===== src/rtl/muller_c_arbiter_if.sv =====
// Requester / C-element bundle for the shared Muller C-element sequencer.
// slave: arbiter side. master: requesters plus the element itself.
interface muller_c_arbiter_if #(
  parameter int N_REQ = 4
);
  logic [N_REQ-1:0] req_i;
  logic [N_REQ-1:0] gnt_o;
  logic [N_REQ-1:0] done_o;
  logic             c_a_o;
  logic             c_b_o;
  logic             c_q_i;
  logic             busy_o;
  logic             err_o;
  logic [2:0]       err_id_o;

  modport slave (
    input  req_i,
    input  c_q_i,
    output gnt_o,
    output done_o,
    output c_a_o,
    output c_b_o,
    output busy_o,
    output err_o,
    output err_id_o
  );

  modport master (
    output req_i,
    output c_q_i,
    input  gnt_o,
    input  done_o,
    input  c_a_o,
    input  c_b_o,
    input  busy_o,
    input  err_o,
    input  err_id_o
  );
endinterface


===== src/rtl/muller_c_arbiter.sv =====
// Round-robin arbiter + 4-phase sequencer sharing one Muller C-element.
// Ports: wb_clk_i, wb_rst_ni (sync, active-low), bus (slave modport):
//   req_i/gnt_o/done_o per requester, c_a_o/c_b_o element inputs,
//   c_q_i element output (async), busy_o, err_o (sticky), err_id_o.
// Option: define MULLER_C_SKEW_EN to drive A and B with a 4-cycle skew
//   and flag an element that fires on a single input.
module muller_c_arbiter #(
  parameter int N_REQ   = 4,
  parameter int TMO_W   = 8,
  parameter int TMO_CYC = 200
) (
  input  logic              wb_clk_i,
  input  logic              wb_rst_ni,
  muller_c_arbiter_if.slave bus
);

  localparam int IW = (N_REQ > 1) ? $clog2(N_REQ) : 1;

  localparam logic [TMO_W-1:0] TMO_LAST =
    TMO_W'(TMO_CYC - 1);
  localparam logic [TMO_W-1:0] TMO_MAX = '1;
  localparam logic [IW-1:0] WIN_LAST =
    IW'(N_REQ - 1);
`ifdef MULLER_C_SKEW_EN
  localparam logic [TMO_W-1:0] SKEW_LAST =
    TMO_W'(3);
`endif

  typedef enum logic [2:0] {
    S_IDLE,
    S_ARB,
    S_RISE,
    S_FALL,
    S_DONE,
    S_ERR,
    S_RISE_A,
    S_FALL_B
  } state_e;

  state_e           state_q, state_d;
  logic [IW-1:0]    ptr_q, ptr_d;
  logic [IW-1:0]    win_q, win_d;
  logic [TMO_W-1:0] cnt_q, cnt_d;
  logic [2:0]       err_id_q, err_id_d;
  logic [N_REQ-1:0] gnt_q, gnt_d;
  logic             c_a_q, c_a_d;
  logic             c_b_q, c_b_d;
  logic             s1_q, s2_q;
  logic             q_s;

  assign q_s = s2_q;

  // First set request at or after ptr, wrapping.
  function automatic logic [IW-1:0] rr_pick(
    input logic [N_REQ-1:0] req,
    input logic [IW-1:0]    ptr
  );
    logic [IW-1:0] w;
    logic          found;
    int            j;
    w     = ptr;
    found = 1'b0;
    for (int i = 0; i < N_REQ; i++) begin
      j = int'(ptr) + i;
      if (j >= N_REQ) j = j - N_REQ;
      if (!found && req[IW'(j)]) begin
        w     = IW'(j);
        found = 1'b1;
      end
    end
    return w;
  endfunction

  function automatic logic [N_REQ-1:0] oh(
    input logic [IW-1:0] i
  );
    logic [N_REQ-1:0] v;
    v    = '0;
    v[i] = 1'b1;
    return v;
  endfunction

  always_comb begin
    state_d  = state_q;
    ptr_d    = ptr_q;
    win_d    = win_q;
    err_id_d = err_id_q;
    unique case (state_q)
      S_IDLE: begin
        if (|bus.req_i) state_d = S_ARB;
      end
      S_ARB: begin
        if (|bus.req_i) begin
          win_d = rr_pick(bus.req_i, ptr_q);
          ptr_d = (win_d == WIN_LAST) ?
                  '0 : win_d + IW'(1);
`ifdef MULLER_C_SKEW_EN
          state_d = S_RISE_A;
`else
          state_d = S_RISE;
`endif
        end else begin
          state_d = S_IDLE;
        end
      end
      S_RISE: begin
        if (q_s) begin
`ifdef MULLER_C_SKEW_EN
          state_d = S_FALL_B;
`else
          state_d = S_FALL;
`endif
        end else if (cnt_q == TMO_LAST) begin
          state_d = S_ERR;
        end
      end
      S_FALL: begin
        if (!q_s) state_d = S_DONE;
        else if (cnt_q == TMO_LAST)
          state_d = S_ERR;
      end
      S_DONE: state_d = S_IDLE;
      S_ERR:  state_d = S_ERR;
`ifdef MULLER_C_SKEW_EN
      // Only A is high: a real C-element must hold 0.
      S_RISE_A: begin
        if (q_s) state_d = S_ERR;
        else if (cnt_q == SKEW_LAST)
          state_d = S_RISE;
      end
      // Only B dropped: a real C-element must hold 1.
      S_FALL_B: begin
        if (!q_s) state_d = S_ERR;
        else if (cnt_q == SKEW_LAST)
          state_d = S_FALL;
      end
`endif
      default: state_d = S_IDLE;
    endcase

    if (state_d == S_ERR && state_q != S_ERR)
      err_id_d = 3'(win_q);
  end

  // Phase counter: zero on any state change,
  // saturating count while a phase is waited on.
  always_comb begin
    cnt_d = '0;
    if (state_d == state_q &&
        state_q inside {S_RISE, S_FALL,
                        S_RISE_A, S_FALL_B})
      cnt_d = (cnt_q == TMO_MAX) ?
              cnt_q : cnt_q + TMO_W'(1);
  end

  // Element inputs and grant are registered
  // from the next state.
  always_comb begin
    c_a_d = state_d inside {S_RISE_A, S_RISE,
                            S_FALL_B};
    c_b_d = (state_d == S_RISE);
    gnt_d = '0;
    if (state_d inside {S_RISE_A, S_RISE,
                        S_FALL_B, S_FALL, S_DONE})
      gnt_d = oh(win_d);
  end

  always_ff @(posedge wb_clk_i) begin
    if (!wb_rst_ni) begin
      state_q  <= S_IDLE;
      ptr_q    <= '0;
      win_q    <= '0;
      cnt_q    <= '0;
      err_id_q <= '0;
      gnt_q    <= '0;
      c_a_q    <= 1'b0;
      c_b_q    <= 1'b0;
      s1_q     <= 1'b0;
      s2_q     <= 1'b0;
    end else begin
      state_q  <= state_d;
      ptr_q    <= ptr_d;
      win_q    <= win_d;
      cnt_q    <= cnt_d;
      err_id_q <= err_id_d;
      gnt_q    <= gnt_d;
      c_a_q    <= c_a_d;
      c_b_q    <= c_b_d;
      s1_q     <= bus.c_q_i;
      s2_q     <= s1_q;
    end
  end

  assign bus.gnt_o    = gnt_q;
  assign bus.done_o   = (state_q == S_DONE) ?
                        oh(win_q) : '0;
  assign bus.c_a_o    = c_a_q;
  assign bus.c_b_o    = c_b_q;
  assign bus.busy_o   = (state_q != S_IDLE);
  assign bus.err_o    = (state_q == S_ERR);
  assign bus.err_id_o = err_id_q;

endmodule


===== src/flat_wrapper.sv =====
// flat-port wrapper written by rule: the top's interface ports become plain ports
module muller_c_arbiter_flat 
#(
  parameter int N_REQ   = 4,
  parameter int TMO_W   = 8,
  parameter int TMO_CYC = 200
)
  (wb_clk_i, wb_rst_ni, bus_req_i, bus_c_q_i, bus_gnt_o, bus_done_o, bus_c_a_o, bus_c_b_o, bus_busy_o, bus_err_o, bus_err_id_o);
  muller_c_arbiter_if #(.N_REQ(N_REQ)) bus_i ();
  input  logic wb_clk_i;
  input  logic wb_rst_ni;
  input wire logic [$bits(bus_i.req_i)-1:0] bus_req_i;
  input wire logic [$bits(bus_i.c_q_i)-1:0] bus_c_q_i;
  output wire logic [$bits(bus_i.gnt_o)-1:0] bus_gnt_o;
  output wire logic [$bits(bus_i.done_o)-1:0] bus_done_o;
  output wire logic [$bits(bus_i.c_a_o)-1:0] bus_c_a_o;
  output wire logic [$bits(bus_i.c_b_o)-1:0] bus_c_b_o;
  output wire logic [$bits(bus_i.busy_o)-1:0] bus_busy_o;
  output wire logic [$bits(bus_i.err_o)-1:0] bus_err_o;
  output wire logic [$bits(bus_i.err_id_o)-1:0] bus_err_id_o;
  assign bus_i.req_i = bus_req_i;
  assign bus_i.c_q_i = bus_c_q_i;
  assign bus_gnt_o = bus_i.gnt_o;
  assign bus_done_o = bus_i.done_o;
  assign bus_c_a_o = bus_i.c_a_o;
  assign bus_c_b_o = bus_i.c_b_o;
  assign bus_busy_o = bus_i.busy_o;
  assign bus_err_o = bus_i.err_o;
  assign bus_err_id_o = bus_i.err_id_o;
  muller_c_arbiter #(.N_REQ(N_REQ), .TMO_W(TMO_W), .TMO_CYC(TMO_CYC)) u_core (.wb_clk_i(wb_clk_i), .wb_rst_ni(wb_rst_ni), .bus(bus_i));
endmodule

===== config.mk =====
export PLATFORM = sky130hd
export DESIGN_NAME = muller_c_arbiter_flat
export DESIGN_NICKNAME = d
export VERILOG_FILES = /design/src/rtl/muller_c_arbiter_if.sv /design/src/rtl/muller_c_arbiter.sv /design/src/flat_wrapper.sv
export SDC_FILE = /design/constraint.sdc
export NUM_CORES = 1
export LEC_CHECK = 0
export CORE_ASPECT_RATIO = 1.5
export CORE_MARGIN = 2
export CORE_UTILIZATION = 33
export DETAILED_ROUTE_END_ITERATION = 12
export PLACE_DENSITY = 0.53
export SLEW_MARGIN = 20
export SYNTH_ARGS = -nofsm -noshare
export SYNTH_HDL_FRONTEND = slang
export SYNTH_SLANG_ARGS = --single-unit

===== constraint.sdc =====
create_clock -name wb_clk_i -period 2.4 [get_ports wb_clk_i]
set_clock_uncertainty 0.1 [all_clocks]
set_input_delay 0.48 -clock wb_clk_i [delete_from_list [all_inputs] [get_ports wb_clk_i]]
set_output_delay 0.48 -clock wb_clk_i [all_outputs]
set_load 0.1 [all_outputs]

==> results of run 1 <==
[cells by family (layout without fill, tap and decap cells)]
kind of cell,count (synthesis),after routing
other,1,1
xor gates and xnor gates,5,5
muxes,4,4
adders and majority gates,2,2
AOI/OAI and AO/OA,27,27
DFF,25,25
buffers and inverters,9,36
and+or+nand+nor,81,81
[routing by layer]
layer / GRT usage (%) / wire length (um) / vias to the layer above
met5: 0 / 0 / -
met4: 7.07 / 77 / 0
met3: 1.86 / 81 / 8
met2: 27.1 / 1630 / 15
met1: 14.6 / 1160 / 545
li1: - / - / 591
[flip-flops by register name, indices dropped and copies added, names as in the netlist]
name,cells
u_core.q_s,1
u_core.win_q,2
u_core.s1_q,1
u_core.bus.c_a_o,1
u_core.ptr_q,2
u_core.cnt_q,8
u_core.bus.err_id_o,2
u_core.state_q,3
u_core.bus.gnt_o,4
u_core.bus.c_b_o,1
[layout by cell type (no fill, tap or decap), types with 3 or more instances in the layout]
cell type | Yosys | final
buf_4 | 2 | 16
dfxtp_1 | 25 | 25
nand3_1 | 4 | 4
nor2_1 | 21 | 19
a21oi_1 | 5 | 5
nand2b_1 | 6 | 6
nor2b_1 | 4 | 4
xnor2_1 | 4 | 4
o21ai_0 | 7 | 7
clkbuf_8 | 0 | 3
inv_1 | 5 | 5
nor3b_1 | 6 | 4
and2_1 | 8 | 8
and3_1 | 5 | 5
mux2i_1 | 4 | 4
or3_1 | 3 | 3
clkdlybuf4s50_1 | 0 | 6
buf_12 | 0 | 5
nand2_1 | 15 | 15
[Yosys cell counts (all sizes together) (3+ instances only)]
library cell	n	share of area [%]
dfxtp	25	39
nor2	21	6.1
nand2	15	4.4
and2	8	3.9
o21ai	7	2.7
nand2b	6	2.9
nor3b	6	3.5
a21oi	5	1.9
and3	5	2.4
inv	5	1.5
mux2i	4	3.1
nand3	4	1.5
nor2b	4	1.9
xnor2	4	2.7
or3	3	1.5
[worst paths after layout]
check / startpoint / to / slack [ps] / cells after the start
setup / recovery: bus_req_i[3] / u_core.bus.gnt_o[0] / 270 / 6
hold reg to reg: u_core.s1_q / u_core.q_s / 340 / 1
setup reg to reg: u_core.state_q[0] / u_core.bus.gnt_o[0] / 390 / 5
hold / removal: u_core.s1_q / u_core.q_s / 340 / 1
[power by group through the flow]
stage                     clock [mW]  combinational [mW]  sequential, mW
after floorplan                    0               0.203           0.538
after global placement             0               0.335           0.490
after detailed placement           0               0.337           0.491
after CTS                      0.266               0.338           0.482
after global routing           0.276               0.360           0.488
final                          0.256               0.336           0.482
[stage by stage]
step	total power [mW]	util [%]
CTS	1.09	44.8
global placement	0.825	43.5
detailed placement	0.828	43.5
global route	1.12	44.9
finish	1.07	44.9
floorplan	0.741	-
[final cells by class]
class                           instances  area (um^2)
Fill cell                             372         2050
Clock inverter                          1         7.51
Sequential cell                        25          500
Inverter                                5         18.8
Clock buffer                            3         41.3
Timing Repair Buffer                   27          280
Multi-Input combinational cell        120          767
Tap cell                               43         53.8
[repair_timing]
action	4_1_cts	5_1_grt
buffers inserted	0	0
setup endpoints to repair	0	1
resized for setup	0	1
hold buffers	0	0
==> results.py, run 1 <==
metrics = {
    "finish": {
        "diodes": 0,
        "fin_nets": 190,
        "area_growth_pct": 29.0,
        "drive_gt1_share_pct": 18.2,
        "final_area_um2": 1670,
        "instances_no_fill": 224,
    },
    "yosys": {
        "yosysWarnings": 0,
        "synthArstFlopShare_pct": 0,
        "avgSynthCellArea_um2": 8.40,
        "synth-seq-cells": 25,
        "syn_area_um2": 1290,
        "synth_compound_area_share_pct": 15.7,
        "synthesis.nets": 162,
        "muxShareOfSynthArea_pct": 3.09,
        "synth_ff_type": "dfxtp_1",
        "synthCells": 154,
        "synth-xor-area-share_pct": 3.38,
        "yosys.area_share.simple_pct": 33.9,
        "synth_top_family_by_area": "simple AND/OR/NAND/NOR gates",
        "synth-adder-area-share_pct": 1.74,
        "seq_area_frac_synth_pct": 38.7,
        "synth.distinct_cells": 39,
        "synth-edff-count": 0,
    },
    "power_and_ir_drop": {
        "swShare_pct": 37.2,
        "cell_internal_pwr_mw": 0.674,
        "ir_drop_mv": 0.300,
        "switchingPower_mw": 0.399,
        "combPwrFrac_pct": 31.3,
        "clockPowerShare_pct": 23.8,
        "power_density_nw_per_um2": 643,
        "pwr-share-seq_pct": 44.9,
        "p_leak_nw": 0.670,
    },
    "critical_path": {
        "path_cells": "clkdlybuf4s50_1, nor4_4, nand2b_1, o41ai_2, inv_1, and3_1",
        "cp_top_family": "buffers and inverters",
        "worst_ep_arrival_time_ps": 2200,
        "critPathKind": "primary input to register",
        "start_kind": "primary input",
        "worst_ep_required_time_ps": 2470,
        "path_buf_inv": 2,
        "end_kind": "register",
        "crit_slowest_cell": "clkdlybuf4s50_1",
        "crit_path_max_incr_delay_ps": 660,
        "cp_max_fo": 8,
    },
    "timing": {
        "max_freq_ghz": 0.469,
        "setup_tns_ps": 0,
        "rsz0062_at_grt": "no",
        "setup_slack_ps": 268,
        "setup_viol": 0,
        "fin_hold_ws_ps": 342,
        "hold_violations": 0,
        "drv_slew": 0,
        "fin_crit_ps": 2130,
        "fin_crit_sh_pct": 88.8,
    },
    "routing": {
        "drt-pass1-iter-count": 4,
        "drt-wirelength-per-cell_um": 13.2,
        "initialDrtViolationCount": 20,
        "vias": 1159,
        "wirelength_um": 2960,
        "drcViolationCount": 0,
        "via_per_inst": 5.17,
        "ant_nets": 0,
    },
    "clock_network": {
        "clock_sinks": 25,
        "clk_path_buf_depth": 2,
        "clk_pin_slew_ps": 90,
        "cts_tree": "yes",
        "insertion_delay_ps": 270,
        "cts_root_buf": "clkbuf_8",
        "cts_inserted_buffers": 3,
        "htree_levels": 1,
    },
    "die": {
        "initial_core_util_pct": 34.8,
        "rows": 27,
        "core_um2": 3720,
        "die_y_um": 80.7,
        "die-area_um2": 4450,
        "die_w_um": 55.1,
        "io_pins": 22,
    },
    "global_route": {
        "grt_first_pass_wirelength_um": 4750,
        "antenna_found_initial": 0,
        "grt_pass1_vias": 1106,
        "overflow": 0,
        "grt_max_degree": 16,
        "grt_usage_pct": 14.5,
    },
    "placed_design": {
        "portBuffers": 20,
        "post_dp_cell_area_um2": 1620,
        "place_inst": 220,
        "post-place-ws_ps": -15.8,
        "dp_hpwl_um": 2350,
        "gp_congestion": 0.758,
    },
    "worst_hold_path": {
        "hp-class": "register to register",
    },
    "run": {
        "cap_violations": 0,
    },
    "status": {
        "status": "complete, no violations",
    },
}
Note: power is estimated with default switching activity, not from simulation.
==> inputs of run 2 (changes only) <==
Settings changed: PLACE_DENSITY 0.53 to default, PLACE_DENSITY_LB_ADDON from default to 0.08, SLEW_MARGIN 20 to default.
==> run 2 against run 1 <==
Critical path depth unchanged. Non-clock buffer count unchanged. Die area unchanged. Final area unchanged. Hold slack improved by 0.65 ps. First-iteration DRC count decreased by 55%. Via count decreased by 2.4%.
==> results.py, run 2 (synthesized netlist as in run 1, its figures left out) <==
metrics = {
    "critical_path": {
        "reg2reg_from": "u_core.cnt_q[0]",
        "cp_max_fo": 7,
        "end_kind": "register",
        "critPathKind": "primary input to register",
        "ff2ff_path_depth": 6,
        "worst_ep_arrival_time_ps": 2190,
        "worst_ep_required_time_ps": 2470,
        "r2r_setup_slack_ps": 430,
        "start_kind": "primary input",
        "r2r_end": "u_core.bus.err_id_o[1]",
    },
    "die": {
        "die_w_um": 55.1,
        "io_pins": 22,
        "core_um2": 3720,
        "die_y_um": 80.7,
        "initial_core_util_pct": 34.8,
        "rows": 27,
        "die-area_um2": 4450,
    },
    "timing": {
        "setup_tns_ps": 0,
        "fin_crit_ps": 2110,
        "max_freq_ghz": 0.473,
        "rsz0062_at_grt": "no",
        "drv_slew": 0,
        "slew-limit-headroom_pct": 65.0,
        "worstMarginPinSlew_ps": 523,
        "hold_violations": 0,
        "fin_crit_sh_pct": 88.0,
        "setup_slack_ps": 287,
        "setup_viol": 0,
    },
    "power_and_ir_drop": {
        "clockPowerShare_pct": 23.9,
        "p_leak_nw": 0.671,
        "power_density_nw_per_um2": 643,
        "combPwrFrac_pct": 31.2,
        "pwr-share-seq_pct": 44.9,
        "ir_drop_mv": 0.346,
        "cell_internal_pwr_mw": 0.674,
        "switchingPower_mw": 0.399,
        "swShare_pct": 37.2,
    },
    "finish": {
        "largest_reg_flops": 8,
        "drive_gt1_share_pct": 18.2,
        "area_growth_pct": 29.0,
        "regMostFlops": "u_core.cnt_q",
        "final_area_um2": 1670,
        "layout_commonest_cell": "dfxtp_1",
        "layout_common_cells": "dfxtp_1 (25), nor2_1 (19), buf_4 (16)",
        "diodes": 0,
        "fin_nets": 190,
        "instances_no_fill": 224,
    },
    "placed_design": {
        "post-place-ws_ps": -7.53,
        "dp_hpwl_um": 2410,
        "portBuffers": 20,
        "post_dp_cell_area_um2": 1620,
        "place_inst": 220,
        "gp_congestion": 0.761,
    },
    "clock_network": {
        "clk_pin_slew_ps": 90,
        "htree_levels": 1,
        "cts_root_buf": "clkbuf_8",
        "hold_buffers": 0,
        "cts_inserted_buffers": 3,
        "cts_tree": "yes",
        "clk_path_buf_depth": 2,
        "insertion_delay_ps": 270,
        "clock_sinks": 25,
    },
    "global_route": {
        "antenna_found_initial": 0,
        "overflow": 0,
        "grt_first_pass_wirelength_um": 4920,
        "grt_usage_pct": 14.9,
        "grt_max_degree": 16,
        "grt_pass1_vias": 1170,
    },
    "routing": {
        "vias": 1131,
        "via_per_inst": 5.05,
        "initialDrtViolationCount": 9,
        "drcViolationCount": 0,
        "drt-pass1-iter-count": 4,
        "ant_nets": 0,
        "drt-wirelength-per-cell_um": 13.2,
        "wirelength_um": 2950,
    },
    "worst_hold_path": {
        "holdCritStartpoint": "u_core.s1_q",
        "hp-class": "register to register",
        "hold_depth": 1,
        "hold_end": "u_core.q_s",
    },
    "status": {
        "status": "complete, no violations",
    },
    "run": {
        "cap_violations": 0,
    },
}
==> run 2: cell counts in the layout (fill, tap and decap cells not counted) <==
Identical to the previous run, type by type.
==> run 2: timing repair <==
| action | CTS | global route |
|---|---|---|
| endpoints found under the setup margin | 0 | 1 |
| buffers inserted | 0 | 0 |
| gates resized for setup | 0 | 1 |
==> run 2: worst max-delay path, cell delays in order <==
cell	delay (ps)
clkdlybuf4s50_1	620
nor2_1	110
a211oi_1	500
o41ai_2	170
buf_4	160
and3_1	150
==> run 2: worst max path at each step <==
stage                           start                   to  slack [ps]  depth (start not counted)
floorplan           u_core.state_q[0]        bus_done_o[0]        -170                          3
global placement         bus_req_i[2]  u_core.bus.gnt_o[1]          70                          5
detailed placement       bus_req_i[2]  u_core.bus.gnt_o[1]          -8                          6
CTS                 u_core.state_q[2]        bus_done_o[0]         160                          3
global route             bus_req_i[0]  u_core.bus.gnt_o[0]         150                          6
finish                   bus_req_i[2]  u_core.bus.gnt_o[1]         290                          6
==> run 2: power by group through the flow <==
stage	clock [mW]	combinational, mW	sequential [mW]
4_1_cts	0.267	0.338	0.480
2_1_floorplan	0	0.203	0.538
5_1_grt	0.283	0.361	0.488
6_report	0.256	0.335	0.482
3_3_place_gp	0	0.335	0.489
3_5_place_dp	0	0.337	0.489
==> run 2: final cells by class <==
class	count	area [um^2]
Sequential cell	25	500
Clock inverter	1	7.51
Tap cell	43	53.8
Multi-Input combinational cell	120	767
Inverter	5	18.8
Clock buffer	3	41.3
Timing Repair Buffer	27	280
Fill cell	387	2050
==> run 2: per-layer routing <==
metal	up-vias	track usage, %	routed length, um
li1	588	-	-
met1	530	13.3	1080
met2	9	31.1	1780
met3	4	1.67	61
met4	0	5.12	32
met5	-	0	0
==> run 2: per-stage QoR <==
stage | power (mW) | utilization, % | hold slack (ps)
after detailed placement | 0.826 | 43.5 | 327
after floorplan | 0.741 | - | 312
after CTS | 1.08 | 44.8 | 350
after global routing | 1.13 | 44.9 | 370
final | 1.07 | 44.9 | 343
after global placement | 0.824 | 43.5 | 325
==> inputs of run 3 (changes only) <==
Settings changed: PLACE_DENSITY from default to 0.64, PLACE_DENSITY_LB_ADDON 0.08 to default.
==> run 3 against run 2 <==
Hold slack worse by 5.4 ps. Routed wire length down 3.6%. Global-route usage down 1.2 points. Via count up 0.27%. Die area unchanged. Power down 1.2%. Flip-flop and latch count unchanged. First-iteration DRC count up 140%. Non-clock buffer count down 2.
==> results.py, run 3 (synthesized netlist as in run 1, its figures left out) <==
metrics = {
    "status": {
        "status": "complete, no violations",
    },
    "critical_path": {
        "end_kind": "output port",
        "r2r_setup_slack_ps": 360,
        "worst_ep_arrival_time_ps": 1630,
        "cp_max_fo": 8,
        "r2r_end": "u_core.bus.gnt_o[0]",
        "reg2reg_from": "u_core.state_q[0]",
        "ff2ff_path_depth": 5,
        "worst_ep_required_time_ps": 1820,
        "critPathKind": "register to output port",
        "start_kind": "register",
    },
    "routing": {
        "drt-wirelength-per-cell_um": 12.8,
        "vias": 1134,
        "ant_nets": 0,
        "wirelength_um": 2850,
        "initialDrtViolationCount": 22,
        "via_per_inst": 5.11,
        "drcViolationCount": 0,
        "drt-pass1-iter-count": 4,
    },
    "clock_network": {
        "cts_inserted_buffers": 3,
        "cts_tree": "yes",
        "post_cts_buffers": 0,
        "insertion_delay_ps": 260,
        "clock_sinks": 25,
        "cts_root_buf": "clkbuf_8",
        "cts.repair.resized": 0,
        "hold_buffers": 0,
        "htree_levels": 1,
        "clk_path_buf_depth": 2,
        "clk_pin_slew_ps": 80,
    },
    "global_route": {
        "antenna_found_initial": 0,
        "overflow": 0,
        "grt_usage_pct": 13.7,
        "grt_first_pass_wirelength_um": 4580,
        "grt_pass1_vias": 1087,
        "grt_max_degree": 16,
    },
    "timing": {
        "fin_hold_ws_ps": 337,
        "setup_tns_ps": 0,
        "slew-limit-headroom_pct": 56.6,
        "drv_slew": 0,
        "hold_violations": 0,
        "fin_crit_sh_pct": 92.2,
        "setup_slack_ps": 187,
        "rsz0062_at_grt": "no",
        "worstMarginPinSlew_ps": 648,
        "fin_crit_ps": 2210,
        "setup_viol": 0,
        "max_freq_ghz": 0.452,
    },
    "power_and_ir_drop": {
        "p_leak_nw": 0.659,
        "power_density_nw_per_um2": 644,
        "ir_drop_mv": 0.293,
        "finalPower_mw": 1.06,
    },
    "run": {
        "cap_violations": 0,
    },
    "finish": {
        "final_area_um2": 1650,
        "area_growth_pct": 27.2,
        "diodes": 0,
        "regMostFlops": "u_core.cnt_q",
        "final_util_pct": 44.3,
        "instances_no_fill": 222,
        "fill_cells": 385,
        "fin_nets": 188,
        "drive_gt1_share_pct": 16.2,
        "layout_commonest_cell": "dfxtp_1",
        "layout_common_cells": "dfxtp_1 (25), nor2_1 (19), nand2_1 (15)",
        "largest_reg_flops": 8,
    },
    "die": {
        "io_pins": 22,
        "die_y_um": 80.7,
        "core_um2": 3720,
        "initial_core_util_pct": 34.8,
        "die-area_um2": 4450,
        "rows": 27,
        "die_w_um": 55.1,
    },
    "placed_design": {
        "post-place-ws_ps": 11.9,
        "place_inst": 218,
        "gp_congestion": 0.801,
        "portBuffers": 20,
        "dp_hpwl_um": 2220,
        "post_dp_cell_area_um2": 1600,
    },
    "worst_hold_path": {
        "hold_end": "u_core.q_s",
        "holdCritStartpoint": "u_core.s1_q",
        "hold_depth": 1,
        "hp-class": "register to register",
    },
}
## run 3: changes by cell type in the layout (fill, tap and decap cells not counted), sizes merged
cell,delta
buf,-2
clkbuf,+1
clkinvlp,-1
## run 3: area by class of cell
cell class | instances | area (um^2) | share of cell area, %
repair buffers | 25 | 265 | 16.1
well taps | 43 | 53.8 | 3.27
clock buffers | 4 | 45.0 | 2.74
multi-input cells | 120 | 762 | 46.3
flip-flops and latches | 25 | 500 | 30.4
inverters | 5 | 18.8 | 1.14
## run 3: power by group
group	internal [mW]	leakage, nW	switching (mW)
combinational	0.110	0.433	0.221
sequential	0.442	0.203	0.0403
clock	0.119	0.0228	0.127
## run 3: worst max path at each step
stage	start	to	slack, ps	cells past startpoint
after floorplan	u_core.state_q[0]	bus_done_o[0]	-170	3
after global routing	u_core.state_q[2]	bus_done_o[0]	30	3
final	u_core.state_q[2]	bus_done_o[0]	190	3
after CTS	u_core.state_q[2]	bus_done_o[0]	140	3
after detailed placement	bus_req_i[1]	u_core.bus.c_a_o	10	6
after global placement	bus_req_i[1]	u_core.bus.c_a_o	70	6
## run 3: worst max-delay path: stages (launching register included)
cell and delay (ps):
dfxtp_1 440, nor3b_1 400, nor3b_2 320, buf_12 210
## run 3: routing by layer
layer | global-route usage, % | vias up | share of wire, %
met2 | 25.8 | 20 | 56
met4 | 5.61 | 0 | 1.2
met1 | 14.4 | 524 | 40
li1 | - | 586 | -
met5 | 0 | - | 0
met3 | 1.49 | 4 | 3.2
